`config.mk`:
```
export PLATFORM = sky130hd
export DESIGN_NAME = fp_csr_unit_flat
export DESIGN_NICKNAME = d
export VERILOG_FILES = /design/src/rtl/fp_csr_if.sv /design/src/rtl/fp_csr_unit.sv /design/src/flat_wrapper.sv
export SDC_FILE = /design/constraint.sdc
export NUM_CORES = 1
export LEC_CHECK = 0
export CAP_MARGIN = 10
export CELL_PAD_IN_SITES_DETAIL_PLACEMENT = 1
export CELL_PAD_IN_SITES_GLOBAL_PLACEMENT = 2
export CORE_ASPECT_RATIO = 1.2
export CORE_UTILIZATION = 19
export CTS_CLUSTER_SIZE = 28
export DETAILED_ROUTE_END_ITERATION = 10
export PLACE_DENSITY = 0.87
export SLEW_MARGIN = 20
export SYNTH_ARGS = -nofsm -noshare
export SYNTH_HDL_FRONTEND = slang
export SYNTH_SLANG_ARGS = --single-unit
```
`constraint.sdc`:
```
create_clock -name clk -period 3.78 [get_ports clk]
set_clock_uncertainty 0.15 [all_clocks]
set_input_delay 0.378 -clock clk [delete_from_list [all_inputs] [get_ports clk]]
set_output_delay 0.378 -clock clk [all_outputs]
set_load 0.02 [all_outputs]
```
`src/rtl/fp_csr_if.sv`:
```
// Bus between the FP CSR block and the pipeline. It carries the FP writeback
// flag stream, the Zicsr request/response and the rounding-mode outputs.
interface fp_csr_if #(
  parameter int XLEN    = 32,
  parameter int FLAGS_W = 5
);
  logic               fp_valid_i;
  logic [FLAGS_W-1:0] fp_flags_i;
  logic               csr_valid_i;
  logic [1:0]         csr_op_i;
  logic [11:0]        csr_addr_i;
  logic [XLEN-1:0]    csr_wdata_i;
  logic               flush_i;
  logic [XLEN-1:0]    csr_rdata_o;
  logic               csr_rvalid_o;
  logic               csr_illegal_o;
  logic [2:0]         frm_o;
  logic               frm_invalid_o;
  logic [FLAGS_W-1:0] fflags_o;

  // Pipeline side: drives retirements and CSR requests.
  modport master (
    output fp_valid_i, fp_flags_i, csr_valid_i, csr_op_i, csr_addr_i,
           csr_wdata_i, flush_i,
    input  csr_rdata_o, csr_rvalid_o, csr_illegal_o, frm_o, frm_invalid_o,
           fflags_o
  );

  // CSR block side.
  modport slave (
    input  fp_valid_i, fp_flags_i, csr_valid_i, csr_op_i, csr_addr_i,
           csr_wdata_i, flush_i,
    output csr_rdata_o, csr_rvalid_o, csr_illegal_o, frm_o, frm_invalid_o,
           fflags_o
  );
endinterface

```
`src/rtl/fp_csr_unit.sv`:
```
// Floating-point CSR block: accumulates FP exception flags into fflags,
// serves Zicsr accesses to fflags/frm/fcsr and exports the dynamic rounding
// mode. The retiring FP op is treated as older than a same-cycle CSR access,
// so its flags are merged into the base value before the CSR op is applied.
module fp_csr_unit #(
  parameter int XLEN    = 32,
  parameter int FLAGS_W = 5
) (
  input  logic     clk,
  input  logic     rst,
  fp_csr_if.slave  bus
);

  localparam int CSR_BITS = FLAGS_W + 3;

  localparam logic [0:0] S_IDLE = 1'b0;
  localparam logic [0:0] S_RESP = 1'b1;

  localparam logic [1:0] OP_NONE = 2'b00;
  localparam logic [1:0] OP_RW   = 2'b01;
  localparam logic [1:0] OP_RS   = 2'b10;
  localparam logic [1:0] OP_RC   = 2'b11;

  localparam logic [11:0] A_FFLAGS = 12'h001;
  localparam logic [11:0] A_FRM    = 12'h002;
  localparam logic [11:0] A_FCSR   = 12'h003;

  logic [0:0]          state_q, state_d;
  logic [FLAGS_W-1:0]  fflags_q, fflags_d;
  logic [2:0]          frm_q, frm_d;
  logic [XLEN-1:0]     rdata_q, rdata_d;
  logic                illegal_q;

  logic [FLAGS_W-1:0]  f_merged;
  logic [CSR_BITS-1:0] base_val;
  logic [CSR_BITS-1:0] new_val;
  logic                accept;
  logic                illegal;
  logic                do_write;

  // Merge same-cycle FP flags, compute the CSR base/new values and next state.
  always_comb begin
    f_merged = fflags_q | (bus.fp_valid_i ? bus.fp_flags_i : '0);
    accept   = bus.csr_valid_i && !bus.flush_i;

    illegal  = (bus.csr_op_i == OP_NONE) ||
               !((bus.csr_addr_i == A_FFLAGS) || (bus.csr_addr_i == A_FRM) ||
                 (bus.csr_addr_i == A_FCSR));

    base_val = '0;
    case (bus.csr_addr_i)
      A_FFLAGS: base_val = {3'b000, f_merged};
      A_FRM:    base_val = {{FLAGS_W{1'b0}}, frm_q};
      A_FCSR:   base_val = {frm_q, f_merged};
      default:  base_val = '0;
    endcase

    new_val = base_val;
    case (bus.csr_op_i)
      OP_RW:   new_val = bus.csr_wdata_i[CSR_BITS-1:0];
      OP_RS:   new_val = base_val | bus.csr_wdata_i[CSR_BITS-1:0];
      OP_RC:   new_val = base_val & ~bus.csr_wdata_i[CSR_BITS-1:0];
      default: new_val = base_val;
    endcase

    // Set/clear with a zero mask is a pure read: no write side effect.
    do_write = accept && !illegal &&
               ((bus.csr_op_i == OP_RW) || (bus.csr_wdata_i != '0));

    // Flag accumulation is independent of the CSR request, but a flush kills it.
    fflags_d = (bus.fp_valid_i && !bus.flush_i) ? f_merged : fflags_q;
    frm_d    = frm_q;
    if (do_write) begin
      case (bus.csr_addr_i)
        A_FFLAGS: fflags_d = new_val[FLAGS_W-1:0];
        A_FRM:    frm_d    = new_val[2:0];
        A_FCSR: begin
          frm_d    = new_val[CSR_BITS-1:FLAGS_W];
          fflags_d = new_val[FLAGS_W-1:0];
        end
        default: ;
      endcase
    end

    rdata_d = illegal ? '0 : {{(XLEN-CSR_BITS){1'b0}}, base_val};
    // An accepted request in RESP re-enters RESP, giving back-to-back pulses.
    state_d = accept ? S_RESP : S_IDLE;
  end

  // Architectural registers, response latch and FSM; reset overrides all.
  always_ff @(posedge clk) begin
    if (rst) begin
      state_q   <= S_IDLE;
      fflags_q  <= '0;
      frm_q     <= '0;
      rdata_q   <= '0;
      illegal_q <= 1'b0;
    end else begin
      state_q  <= state_d;
      fflags_q <= fflags_d;
      frm_q    <= frm_d;
      if (accept) begin
        rdata_q   <= rdata_d;
        illegal_q <= illegal;
      end
    end
  end

  assign bus.csr_rvalid_o  = (state_q == S_RESP);
  assign bus.csr_rdata_o   = rdata_q;
  assign bus.csr_illegal_o = illegal_q;
  assign bus.frm_o         = frm_q;
  assign bus.frm_invalid_o = (frm_q >= 3'd5);
  assign bus.fflags_o      = fflags_q;

endmodule
```
`src/flat_wrapper.sv`:
```
// flat-port wrapper written by rule: the top's interface ports become plain ports
module fp_csr_unit_flat 
#(
  parameter int XLEN    = 32,
  parameter int FLAGS_W = 5
)
  (clk, rst, bus_fp_valid_i, bus_fp_flags_i, bus_csr_valid_i, bus_csr_op_i, bus_csr_addr_i, bus_csr_wdata_i, bus_flush_i, bus_csr_rdata_o, bus_csr_rvalid_o, bus_csr_illegal_o, bus_frm_o, bus_frm_invalid_o, bus_fflags_o);
  fp_csr_if #(.XLEN(XLEN), .FLAGS_W(FLAGS_W)) bus_i ();
  input  logic clk;
  input  logic rst;
  input wire logic [$bits(bus_i.fp_valid_i)-1:0] bus_fp_valid_i;
  input wire logic [$bits(bus_i.fp_flags_i)-1:0] bus_fp_flags_i;
  input wire logic [$bits(bus_i.csr_valid_i)-1:0] bus_csr_valid_i;
  input wire logic [$bits(bus_i.csr_op_i)-1:0] bus_csr_op_i;
  input wire logic [$bits(bus_i.csr_addr_i)-1:0] bus_csr_addr_i;
  input wire logic [$bits(bus_i.csr_wdata_i)-1:0] bus_csr_wdata_i;
  input wire logic [$bits(bus_i.flush_i)-1:0] bus_flush_i;
  output wire logic [$bits(bus_i.csr_rdata_o)-1:0] bus_csr_rdata_o;
  output wire logic [$bits(bus_i.csr_rvalid_o)-1:0] bus_csr_rvalid_o;
  output wire logic [$bits(bus_i.csr_illegal_o)-1:0] bus_csr_illegal_o;
  output wire logic [$bits(bus_i.frm_o)-1:0] bus_frm_o;
  output wire logic [$bits(bus_i.frm_invalid_o)-1:0] bus_frm_invalid_o;
  output wire logic [$bits(bus_i.fflags_o)-1:0] bus_fflags_o;
  assign bus_i.fp_valid_i = bus_fp_valid_i;
  assign bus_i.fp_flags_i = bus_fp_flags_i;
  assign bus_i.csr_valid_i = bus_csr_valid_i;
  assign bus_i.csr_op_i = bus_csr_op_i;
  assign bus_i.csr_addr_i = bus_csr_addr_i;
  assign bus_i.csr_wdata_i = bus_csr_wdata_i;
  assign bus_i.flush_i = bus_flush_i;
  assign bus_csr_rdata_o = bus_i.csr_rdata_o;
  assign bus_csr_rvalid_o = bus_i.csr_rvalid_o;
  assign bus_csr_illegal_o = bus_i.csr_illegal_o;
  assign bus_frm_o = bus_i.frm_o;
  assign bus_frm_invalid_o = bus_i.frm_invalid_o;
  assign bus_fflags_o = bus_i.fflags_o;
  fp_csr_unit #(.XLEN(XLEN), .FLAGS_W(FLAGS_W)) u_core (.clk(clk), .rst(rst), .bus(bus_i));
endmodule
```
==> results of run 1 <==
==> cell usage after synthesis (2+ instances only) <==
cell type   n  area share [%]
buf_4      24              13
dfxtp_1    18              26
nor2_1     12             3.3
nand2_1    11             3.0
a21oi_1    10             3.6
nor4_1     10             4.5
o21ai_0    10             3.6
a211oi_1    5             2.7
a31oi_1     5             2.3
clkbuf_1    5             1.4
and3_1      4             1.8
inv_1       4             1.1
a221oi_1    3             1.9
a32oi_1     3             1.9
and4_1      3             1.9
nor2b_1     3             1.4
a21boi_0    2             1.1
a21o_1      2             1.1
a22o_1      2             1.3
a22oi_1     2             1.1
nand2b_1    2            0.91
nand3_1     2            0.73
nand4b_1    2             1.3
nor4_2      2             1.8
o21a_1      2             1.1
o2bb2ai_1   2             1.3
o311a_1     2             1.5
o41ai_1     2             1.3
or3_1       2            0.91
==> per-stage QoR <==
stage                     setup slack [ns]  total power (W)  utilization [%]  hold slack (ns)  area (sq um)
after CTS                             1.17         0.000502             31.2            0.310          2160
after global placement               0.904         0.000342             30.4            0.293          2110
after global routing                  1.00         0.000518             31.2            0.329          2160
after floorplan                       1.79         0.000280                -            0.380          1470
after detailed placement             0.911         0.000344             30.4            0.300          2110
final                                 1.23         0.000499             31.2            0.305          2160
==> routing by layer <==
metal | GRT usage [%] | wire [microns] | part of all wire [%] | vias to the layer above
li1 | - | - | - | 764
met1 | 15.1 | 2060 | 42 | 724
met2 | 23.2 | 2360 | 48 | 88
met3 | 2.78 | 395 | 8.0 | 12
met4 | 5.06 | 128 | 2.6 | 0
met5 | 0 | 0 | 0 | -
==> sequential cells by signal, summed over array words and instances, names as in the netlist <==
register / count
u_core.bus.csr_illegal_o: 1
u_core.bus.csr_rdata_o: 8
u_core.bus.frm_o: 3
u_core.bus.csr_rvalid_o: 1
u_core.bus.fflags_o: 5
==> worst paths after layout <==
| check | start | to | slack [ns] | cells after the start |
|---|---|---|---|---|
| worst max-delay path | bus_csr_addr_i[9] | u_core.bus.fflags_o[2]$_SDFF_PP0_ | 1.23 | 6 |
| worst min-delay path | u_core.bus.csr_rdata_o[3]$_SDFFE_PP0P_ | u_core.bus.csr_rdata_o[3]$_SDFFE_PP0P_ | 0.30 | 2 |
| worst max register to register | u_core.bus.fflags_o[2]$_SDFF_PP0_ | u_core.bus.frm_o[2]$_SDFFE_PP0P_ | 2.08 | 5 |
| worst min register to register | u_core.bus.csr_rdata_o[3]$_SDFFE_PP0P_ | u_core.bus.csr_rdata_o[3]$_SDFFE_PP0P_ | 0.30 | 2 |
==> power groups by stage <==
stage,logic (W),registers [W],clock network [W]
6_report,0.000144,0.000196,0.000159
5_1_grt,0.000154,0.000196,0.000168
4_1_cts,0.000144,0.000196,0.000162
3_5_place_dp,0.000143,0.000200,0
3_3_place_gp,0.000142,0.000200,0
2_1_floorplan,0.0000755,0.000205,0
==> cell type report <==
cell class | count | area, sq um
timing repair buffer | 74 | 741
fill | 841 | 4780
inverter | 4 | 15.0
multi-input combinational | 145 | 881
tap | 87 | 109
sequential | 18 | 360
clock buffer | 4 | 55.1
==> worst register-to-register path: stages (launching register included) <==
cell and delay [ns]:
dfxtp_1 0.33, a21oi_1 0.14, a2bb2oi_1 0.32, nor4_1 0.10, or3_1 0.36, a31o_1 0.20
==> logic make-up after synthesis <==
family / Yosys count / share of synthesized area, %
and+or+nand+nor: 63 / 27.7
AOI/OAI and AO/OA: 57 / 28.9
buffers and inverters: 35 / 16.2
DFF: 18 / 26.1
muxes: 1 / 0.817
other: 1 / 0.272
==> results.md, run 1 <==
- H-tree Lvls: 1
- Clock Path Buffers: 2
- Worst EP arrival: 2.51 ns
- Non-filler cells, final: 332
- Share of layout cells above drive strength 1: 3.67%
- ANT nets after route: 0
- WP data required: 3.74 ns
- Synth unique cells: 48
- Crit-path leading delay family: simple AND/OR/NAND/NOR gates
- Combinational power share: 28.8%
- DR vias/cell: 4.78
- CP peak stage delay: 0.48 ns
- CTS resizes: 0
- Final period utilization: 67.6%
- Vias in the first global route: 1610
- Drt pass-1 iters: 4
- Final Setup Violations: 0
- Starting Density: 19.9%
- Die X: 79.8 microns
- Most frequent cells in the layout: 74 x clkdlybuf4s50_1, 24 x conb_1, 18 x dfxtp_1
- Initial antenna violation count: 0
- Crit end category: flop
- Skew-Pair Late Insertion Delay: 0.25 ns
- Critical setup path kind: input pin to flop
- Overflow left after global routing: 0
- CP Launch Type: input pin
- Clock power frac: 31.8%
- Yosys warns: 0
- Post-DR wirelength/cell: 14.9 microns
- P&R area growth vs syn: 56.7%
- # DRC: 0
- Largest net degree at the start of global routing: 18
- DP HPWL: 4120 microns
- Crit path buffers/inverters: 1
- Worst slew pin tran: 0.720 ns
- Internal power: 0.000358 W
- Peak supply drop: 0.000147 V
- Antenna diode count: 0
- TritonCTS clock tree: built
- Placed cells: 328
- Seq pwr share: 39.3%
- Status: completed
- Port Buffers: 74
- #FFs+latches synth: 18
- RePlAce Congestion: 0.813
- Clock Pin Slew Worst Setup and Hold Paths: 0.07 ns
- Min Tclk post-route: 2.55 ns
- Max Fclk: 391 MHz
- Post-synth EDFFs: 0
- Number of DRC markers in iteration 0: 61
- Core box area: 0.00694 sq mm
- Crit-path cells: clkdlybuf4s50_1 > nor4_2 > nand2_1 > or3_1 > nor4_1 > a211oi_1
- Commonest non-fill, non-tap cell in the layout: clkdlybuf4s50_1
- Cell count after synthesis: 175
- Async SR Flop Fraction: 0%
- CTS root buffer: clkbuf_8
- DR vias: 1588
- Hold Path Class: flop to flop
- Ports: 99
- Row cnt: 33
- Hold buffer count at cts: 0
- Routed WL: 4940 microns
- Power Dens Cells: 231 mW/mm^2
- CTS Buf Count: 3
- Worst slew margin: 51.5%
- Global-route wire length before repair: 7720 microns
- Final Hold Fails: 0
- RSZ-0062 raised after global routing: no
- Post-Syn Area: 0.00138 sq mm
- Die Y: 95.3 microns
- Setup repair bufs after CTS: 0
- Crit path max fanout: 7
- Slowest cell on crit path: nor4_2
- P_sw: 0.000141 W
- All-layer global routing usage: 13.0%
- Die area: 0.00760 sq mm
- Final nets: 302
- Leakage: 0.789 nW
- Max cap viols: 0
- Fin. max-slew vios: 0
- Sw frac: 28.3%
- Main synth FF type: dfxtp_1
- Clock sinks: 18
- TNS Setup: 0 ns
- Avg Inst Size Synth: 7.88 sq um
- Seq/Total Area, Yosys: 26.1%
No activity file was read; power rests on OpenSTA's default activity.
==> run 2, diff against run 1 <==
--- a/config.mk
+++ b/config.mk
@@ -9,10 +9,10 @@
 export CELL_PAD_IN_SITES_DETAIL_PLACEMENT = 1
 export CELL_PAD_IN_SITES_GLOBAL_PLACEMENT = 2
 export CORE_ASPECT_RATIO = 1.2
-export CORE_UTILIZATION = 19
+export CORE_UTILIZATION = 17
 export CTS_CLUSTER_SIZE = 28
 export DETAILED_ROUTE_END_ITERATION = 10
-export PLACE_DENSITY = 0.87
+export PLACE_DENSITY = 0.79
 export SLEW_MARGIN = 20
 export SYNTH_ARGS = -nofsm -noshare
 export SYNTH_HDL_FRONTEND = slang
==> constraint.sdc (replaced) <==
create_clock -name clk -period 2.4 [get_ports clk]
set_clock_uncertainty 0.15 [all_clocks]
set_input_delay 0.24 -clock clk [delete_from_list [all_inputs] [get_ports clk]]
set_output_delay 0.24 -clock clk [all_outputs]
set_load 0.02 [all_outputs]
==> run 2 against run 1 <==
The run now ends with design-rule violations left. Core utilization shrank 1.1 points. Highest routed layer unchanged. Register-to-register slack got worse by 1.4 ns. Power up 60%. Clock-buffer cell count did not move. Worst hold slack improved by 0.0049 ns. Combinational power is 69% higher. Final cell count grew 8.1%. Via count rose by 3.3%. Routed wire length increased by 0.49%. Critical endpoint unchanged.
==> results.md, run 2 (synthesis gave the netlist of run 1 again) <==
- Status: complete, but fails checks (was completed)
- Failing checks: design-rule violations
- Largest net degree at the start of global routing: 17 (was 18)
- DR vias/cell: 4.57 (was 4.78)
- Die area: 0.00848 sq mm (was 0.00760 sq mm)
- Core box area: 0.00775 sq mm (was 0.00694 sq mm)
- Max layer used: met4 (unchanged)
- Final period utilization: 90.9%
- Peak supply drop: 0.000112 V (was 0.000147 V)
- Initial antenna violation count: 0 (unchanged)
- Vias in the first global route: 1725 (was 1610)
- Routed WL: 4970 microns (was 4940 microns)
- RePlAce Congestion: 0.809 (was 0.813)
- Port Buffers: 74 (unchanged)
- Crit end category: flop (unchanged)
- Placed inst area: 0.00228 sq mm (was 0.00211 sq mm)
- Max reg flops: 8 (unchanged)
- Hold Crit Endpoint: u_core.bus.csr_rdata_o[4]$_SDFFE_PP0P_ (was u_core.bus.csr_rdata_o[3]$_SDFFE_PP0P_)
- Cell count of the worst reg-to-reg path: 5 (unchanged)
- Reg2reg end: u_core.bus.frm_o[2]$_SDFFE_PP0P_ (unchanged)
- CTS resizes: 0 (unchanged)
- # DRC: 12 (was 0)
- Max cap viols: 0 (unchanged)
- Row cnt: 35 (was 33)
- Clock sinks: 18 (unchanged)
- Power Dens Cells: 342 mW/mm^2 (was 231 mW/mm^2)
- Min Tclk post-route: 2.18 ns
- Fin. max-slew vios: 0 (unchanged)
- H-tree Lvls: 1 (unchanged)
- Dpl ws: -0.0557 ns (was 0.911 ns)
- Clock Pin Slew Worst Setup and Hold Paths: 0.07 ns (about the same)
- Metal2 WL: 2490 microns (was 2360 microns)
- Die X: 84.2 microns (was 79.8 microns)
- DR vias: 1641 (was 1588)
- Hold_ws: 0.310 ns (was 0.305 ns)
- Share of layout cells above drive strength 1: 11.6% (was 3.67%)
- Hold Crit Start: u_core.bus.csr_rdata_o[4]$_SDFFE_PP0P_ (was u_core.bus.csr_rdata_o[3]$_SDFFE_PP0P_)
- Reg-to-reg slack, setup: 0.67 ns (was 2.08 ns)
- Design Area, Final: 0.00233 sq mm (was 0.00216 sq mm)
- Crit path max fanout: 4 (was 7)
- Antenna diode count: 0 (unchanged)
- Met1 WL: 2090 microns (was 2060 microns)
- Global-route wire length before repair: 8270 microns (was 7720 microns)
- Leakage: 0.895 nW (was 0.789 nW)
- Setup repair bufs after CTS: 0 (unchanged)
- Worst EP arrival: 2.16 ns (was 2.51 ns)
- Most frequent cells in the layout: 74 x clkdlybuf4s50_1, 24 x conb_1, 22 x buf_4 (was 74 x clkdlybuf4s50_1, 24 x conb_1, 18 x dfxtp_1)
- Max Fclk: 458 MHz
- Hold path depth: 2 (unchanged)
- DP HPWL: 4360 microns (was 4120 microns)
- TritonCTS clock tree: built (unchanged)
- Final worst slack: 0.218 ns (was 1.23 ns)
- Critical setup path kind: input pin to flop (unchanged)
- Final Setup Violations: 0 (unchanged)
- RSZ-0062 raised after global routing: no (unchanged)
- Commonest non-fill, non-tap cell in the layout: clkdlybuf4s50_1 (unchanged)
- All-layer global routing usage: 12.1% (was 13.0%)
- ANT nets after route: 0 (unchanged)
- Die Y: 101 microns (was 95.3 microns)
- Met3 routed WL: 368 microns (was 395 microns)
- CP Launch Type: input pin (unchanged)
- Number of DRC markers in iteration 0: 67 (was 61)
- P&R area growth vs syn: 69.1% (was 56.7%)
- Post-DR wirelength/cell: 13.8 microns (was 14.9 microns)
- Drt pass-1 iters: 7 (was 4)
- Final nets: 324 (was 302)
- Skew-Pair Late Insertion Delay: 0.25 ns (about the same)
- Hold Path Class: flop to flop (unchanged)
- CTS root buffer: clkbuf_8 (unchanged)
- Starting Density: 17.8% (was 19.9%)
- Final Hold Fails: 0 (unchanged)
- Hold buffer count at cts: 0 (unchanged)
- Overflow left after global routing: 0 (unchanged)
- CTS Buf Count: 3 (unchanged)
- Ports: 99 (unchanged)
- Clock Path Buffers: 2 (unchanged)
- WP data required: 2.38 ns (was 3.74 ns)
- R2r startpoint: u_core.bus.fflags_o[2]$_SDFF_PP0_ (unchanged)
==> run 2: changes by cell type in the layout (fill, tap and decap cells not counted) <==
cell / before / now
buf_4: 0 / 22
==> run 2: worst max-delay path by stage <==
stage	from	end	slack (ns)	depth (start not counted)
finish	bus_csr_addr_i[0]	u_core.bus.fflags_o[2]$_SDFF_PP0_	0.22	6
global route	bus_csr_addr_i[0]	u_core.bus.fflags_o[1]$_SDFF_PP0_	0.12	6
CTS	bus_csr_addr_i[0]	u_core.bus.fflags_o[2]$_SDFF_PP0_	0.22	6
detailed placement	bus_csr_addr_i[0]	u_core.bus.fflags_o[2]$_SDFF_PP0_	-0.06	6
global placement	bus_csr_addr_i[0]	u_core.bus.fflags_o[0]$_SDFF_PP0_	0.05	6
floorplan	bus_csr_addr_i[5]	u_core.bus.fflags_o[2]$_SDFF_PP0_	0.55	5
==> run 2: critical path, stage by stage <==
cell,delay [ns]
clkdlybuf4s50_1,0.50
or3b_1,0.44
buf_4,0.18
or3_1,0.34
nor4_1,0.38
a211oi_1,0.09
==> run 2: final cells by class <==
cell class                      count  area (sq um)
Clock buffer                        4          55.1
Fill cell                         907          5420
Inverter                            4          15.0
Multi-Input combinational cell    145           881
Sequential cell                    18           360
Tap cell                           92           115
Timing Repair Buffer               96           906
==> run 2: stage by stage <==
stage / cells / TNS [ns] / power [W] / utilization, %
after floorplan: 198 / 0 / 0.000441 / -
after global placement: 355 / 0 / 0.000558 / 29.4
after detailed placement: 355 / -0.123 / 0.000560 / 29.4
after CTS: 359 / 0 / 0.000811 / 30.1
after global routing: 359 / 0 / 0.000843 / 30.1
final: 359 / 0 / 0.000799 / 30.1
==> run 2: power by group <==
group          leakage, nW  switching [W]  internal, W
combinational        0.720       0.000116     0.000128
clock               0.0288       0.000100     0.000146
sequential           0.146     0.00000405     0.000305
total                0.895       0.000220     0.000579
==> run 2: layer usage <==
metal	up-vias	GRT usage, %
li1	806	-
met1	758	14.0
met2	75	22.6
met3	2	2.29
met4	0	3.18
met5	-	0
==> run 3, diff against run 2 <==
--- a/config.mk
+++ b/config.mk
@@ -12,7 +12,7 @@
 export CORE_UTILIZATION = 17
 export CTS_CLUSTER_SIZE = 28
 export DETAILED_ROUTE_END_ITERATION = 10
-export PLACE_DENSITY = 0.79
+export PLACE_DENSITY = 0.82
 export SLEW_MARGIN = 20
 export SYNTH_ARGS = -nofsm -noshare
 export SYNTH_HDL_FRONTEND = slang
==> run 3 against run 2 <==
The run still ends with design-rule violations left. Final cell count increased by 0.28%. Via count increased by 1.8%. Sequential cell count unchanged. Final area increased by 0.32%. Combinational power about the same. Die area unchanged. Fmax increased by 0.27%. First-iteration DRC count increased by 52%. Critical path type unchanged.
==> results.md, run 3 (synthesis gave the netlist of run 1 again) <==
- Die X: 84.2 microns (unchanged)
- Power Dens Cells: 347 mW/mm^2 (was 342 mW/mm^2)
- Most frequent cells in the layout: 74 x clkdlybuf4s50_1, 24 x conb_1, 23 x buf_4 (was 74 x clkdlybuf4s50_1, 24 x conb_1, 22 x buf_4)
- Vias in the first global route: 1605 (was 1725)
- Crit path max fanout: 4 (unchanged)
- Routed WL: 5090 microns (was 4970 microns)
- DR vias: 1670 (was 1641)
- Hold buffer count at cts: 0 (unchanged)
- Crit end category: flop (unchanged)
- Max Fclk: 460 MHz (was 458 MHz)
- CP peak stage delay: 0.51 ns (was 0.50 ns)
- CTS resizes: 0 (unchanged)
- Power after layout: 0.000812 W (was 0.000799 W)
- RSZ-0062 raised after global routing: no (unchanged)
- Global-route wire length before repair: 8150 microns (was 8270 microns)
- All-layer global routing usage: 12.3% (was 12.1%)
- Final period utilization: 90.7% (was 90.9%)
- WP data required: 2.46 ns (was 2.38 ns)
- Final Setup Violations: 0 (unchanged)
- CTS root buffer: clkbuf_8 (unchanged)
- Worst EP arrival: 2.23 ns (was 2.16 ns)
- Clock sinks: 18 (unchanged)
- # DRC: 14 (was 12)
- Number of DRC markers in iteration 0: 102 (was 67)
- CP Launch Type: input pin (unchanged)
- Antenna diode count: 0 (unchanged)
- Initial antenna violation count: 0 (unchanged)
- Final nets: 325 (was 324)
- ANT nets after route: 0 (unchanged)
- Post-DR wirelength/cell: 14.1 microns (was 13.8 microns)
- Status: complete, but fails checks (unchanged)
- Clock Pin Slew Worst Setup and Hold Paths: 0.07 ns (about the same)
- Crit-path cells: clkdlybuf4s50_1 > or3b_1 > o2bb2ai_1 > a221oi_1 > o41ai_1 > a22o_1 (was clkdlybuf4s50_1 > or3b_1 > buf_4 > or3_1 > nor4_1 > a211oi_1)
- Skew-Pair Late Insertion Delay: 0.26 ns (was 0.25 ns)
- Drt pass-1 iters: 7 (unchanged)
- Max reg flops: 8 (unchanged)
- P&R area growth vs syn: 69.7% (was 69.1%)
- Leakage: 0.901 nW (was 0.895 nW)
- Commonest non-fill, non-tap cell in the layout: clkdlybuf4s50_1 (unchanged)
- Worst slew margin: 65.5%
- Final Hold Fails: 0 (unchanged)
- Die area: 0.00848 sq mm (unchanged)
- Largest net degree at the start of global routing: 16 (was 17)
- Peak supply drop: 0.000122 V (was 0.000112 V)
- Failing checks: design-rule violations (unchanged)
- H-tree Lvls: 1 (unchanged)
- Min Tclk post-route: 2.18 ns (about the same)
- Clock Path Buffers: 2 (unchanged)
- Overflow left after global routing: 0 (unchanged)
- Die Y: 101 microns (unchanged)
- Setup repair bufs after CTS: 0 (unchanged)
- Ports: 99 (unchanged)
- Share of layout cells above drive strength 1: 11.9% (was 11.6%)
- Fin. max-slew vios: 0 (unchanged)
- Non-filler cells, final: 360 (was 359)
- DP HPWL: 4440 microns (was 4360 microns)
- Starting Density: 17.8% (unchanged)
- Core box area: 0.00775 sq mm (unchanged)
- Max cap viols: 0 (unchanged)
- Crit-path leading delay family: compound AO/OA/AOI/OAI gates (was simple AND/OR/NAND/NOR gates)
- Slowest cell on crit path: clkdlybuf4s50_1 (unchanged)
- Critical setup path kind: input pin to flop (unchanged)
- CTS Buf Count: 3 (unchanged)
- DR vias/cell: 4.64 (was 4.57)
- Placed cells: 356 (was 355)
- Hold Path Class: flop to flop (unchanged)
- Worst slew pin tran: 0.512 ns
- TritonCTS clock tree: built (unchanged)
- RePlAce Congestion: 0.817 (was 0.809)
- Crit path buffers/inverters: 1 (was 2)
- Filler cells: 931 (was 907)
- Port Buffers: 74 (unchanged)
- Row cnt: 35 (unchanged)
## run 3: changes by cell type in the layout (fill, tap and decap cells not counted), sizes merged
cell | before | now
buf | 22 | 23
## run 3: power by group
part	internal [W]	switching, W	total, W
clock network	0.000146	0.000112	0.000258
registers	0.000305	0.00000408	0.000309
logic	0.000129	0.000117	0.000245
total	0.000580	0.000232	0.000812
## run 3: worst reg2reg max path, stage by stage (launching register included)
cell and delay, ns:
dfxtp_1 0.33, a21oi_1 0.14, a2bb2oi_1 0.29, nor4_1 0.12
or3_1 0.36, a31o_1 0.22
## run 3: cell type report
class,count,area [sq um],share of cell area (%)
timing repair buffer,97,913,39.0
tap,92,115,4.92
multi-input combinational,145,881,37.6
sequential,18,360,15.4
inverter,4,15.0,0.642
clock buffer,4,55.1,2.35
## run 3: path summary, 6_finish.rpt
check	startpoint	to	slack (ns)	depth (start not counted)
setup / recovery	bus_csr_addr_i[0]	u_core.bus.frm_o[1]$_SDFFE_PP0P_	0.22	6
hold reg to reg	u_core.bus.csr_rdata_o[4]$_SDFFE_PP0P_	u_core.bus.csr_rdata_o[4]$_SDFFE_PP0P_	0.31	2
setup reg to reg	u_core.bus.fflags_o[2]$_SDFF_PP0_	u_core.bus.frm_o[2]$_SDFFE_PP0P_	0.67	5
hold / removal	u_core.bus.csr_rdata_o[4]$_SDFFE_PP0P_	u_core.bus.csr_rdata_o[4]$_SDFFE_PP0P_	0.31	2
## run 3: stage by stage
stage	hold slack (ns)	worst slack [ns]	utilization [%]	instance area [sq um]	TNS, ns
5_1_grt	0.331	0.0443	30.2	2340	0
4_1_cts	0.312	0.235	30.2	2340	0
3_5_place_dp	0.301	-0.0459	29.5	2280	-0.0935
2_1_floorplan	0.324	0.548	-	1470	0
3_3_place_gp	0.298	0.0508	29.5	2280	0
6_report	0.307	0.224	30.2	2340	0
## run 3: layer usage
| layer | GRT usage [%] | share of wire (%) |
|---|---|---|
| met1 | 14.5 | 41 |
| met2 | 21.9 | 49 |
| met3 | 2.38 | 8.1 |
| met4 | 5.31 | 1.8 |
| met5 | 0 | 0 |
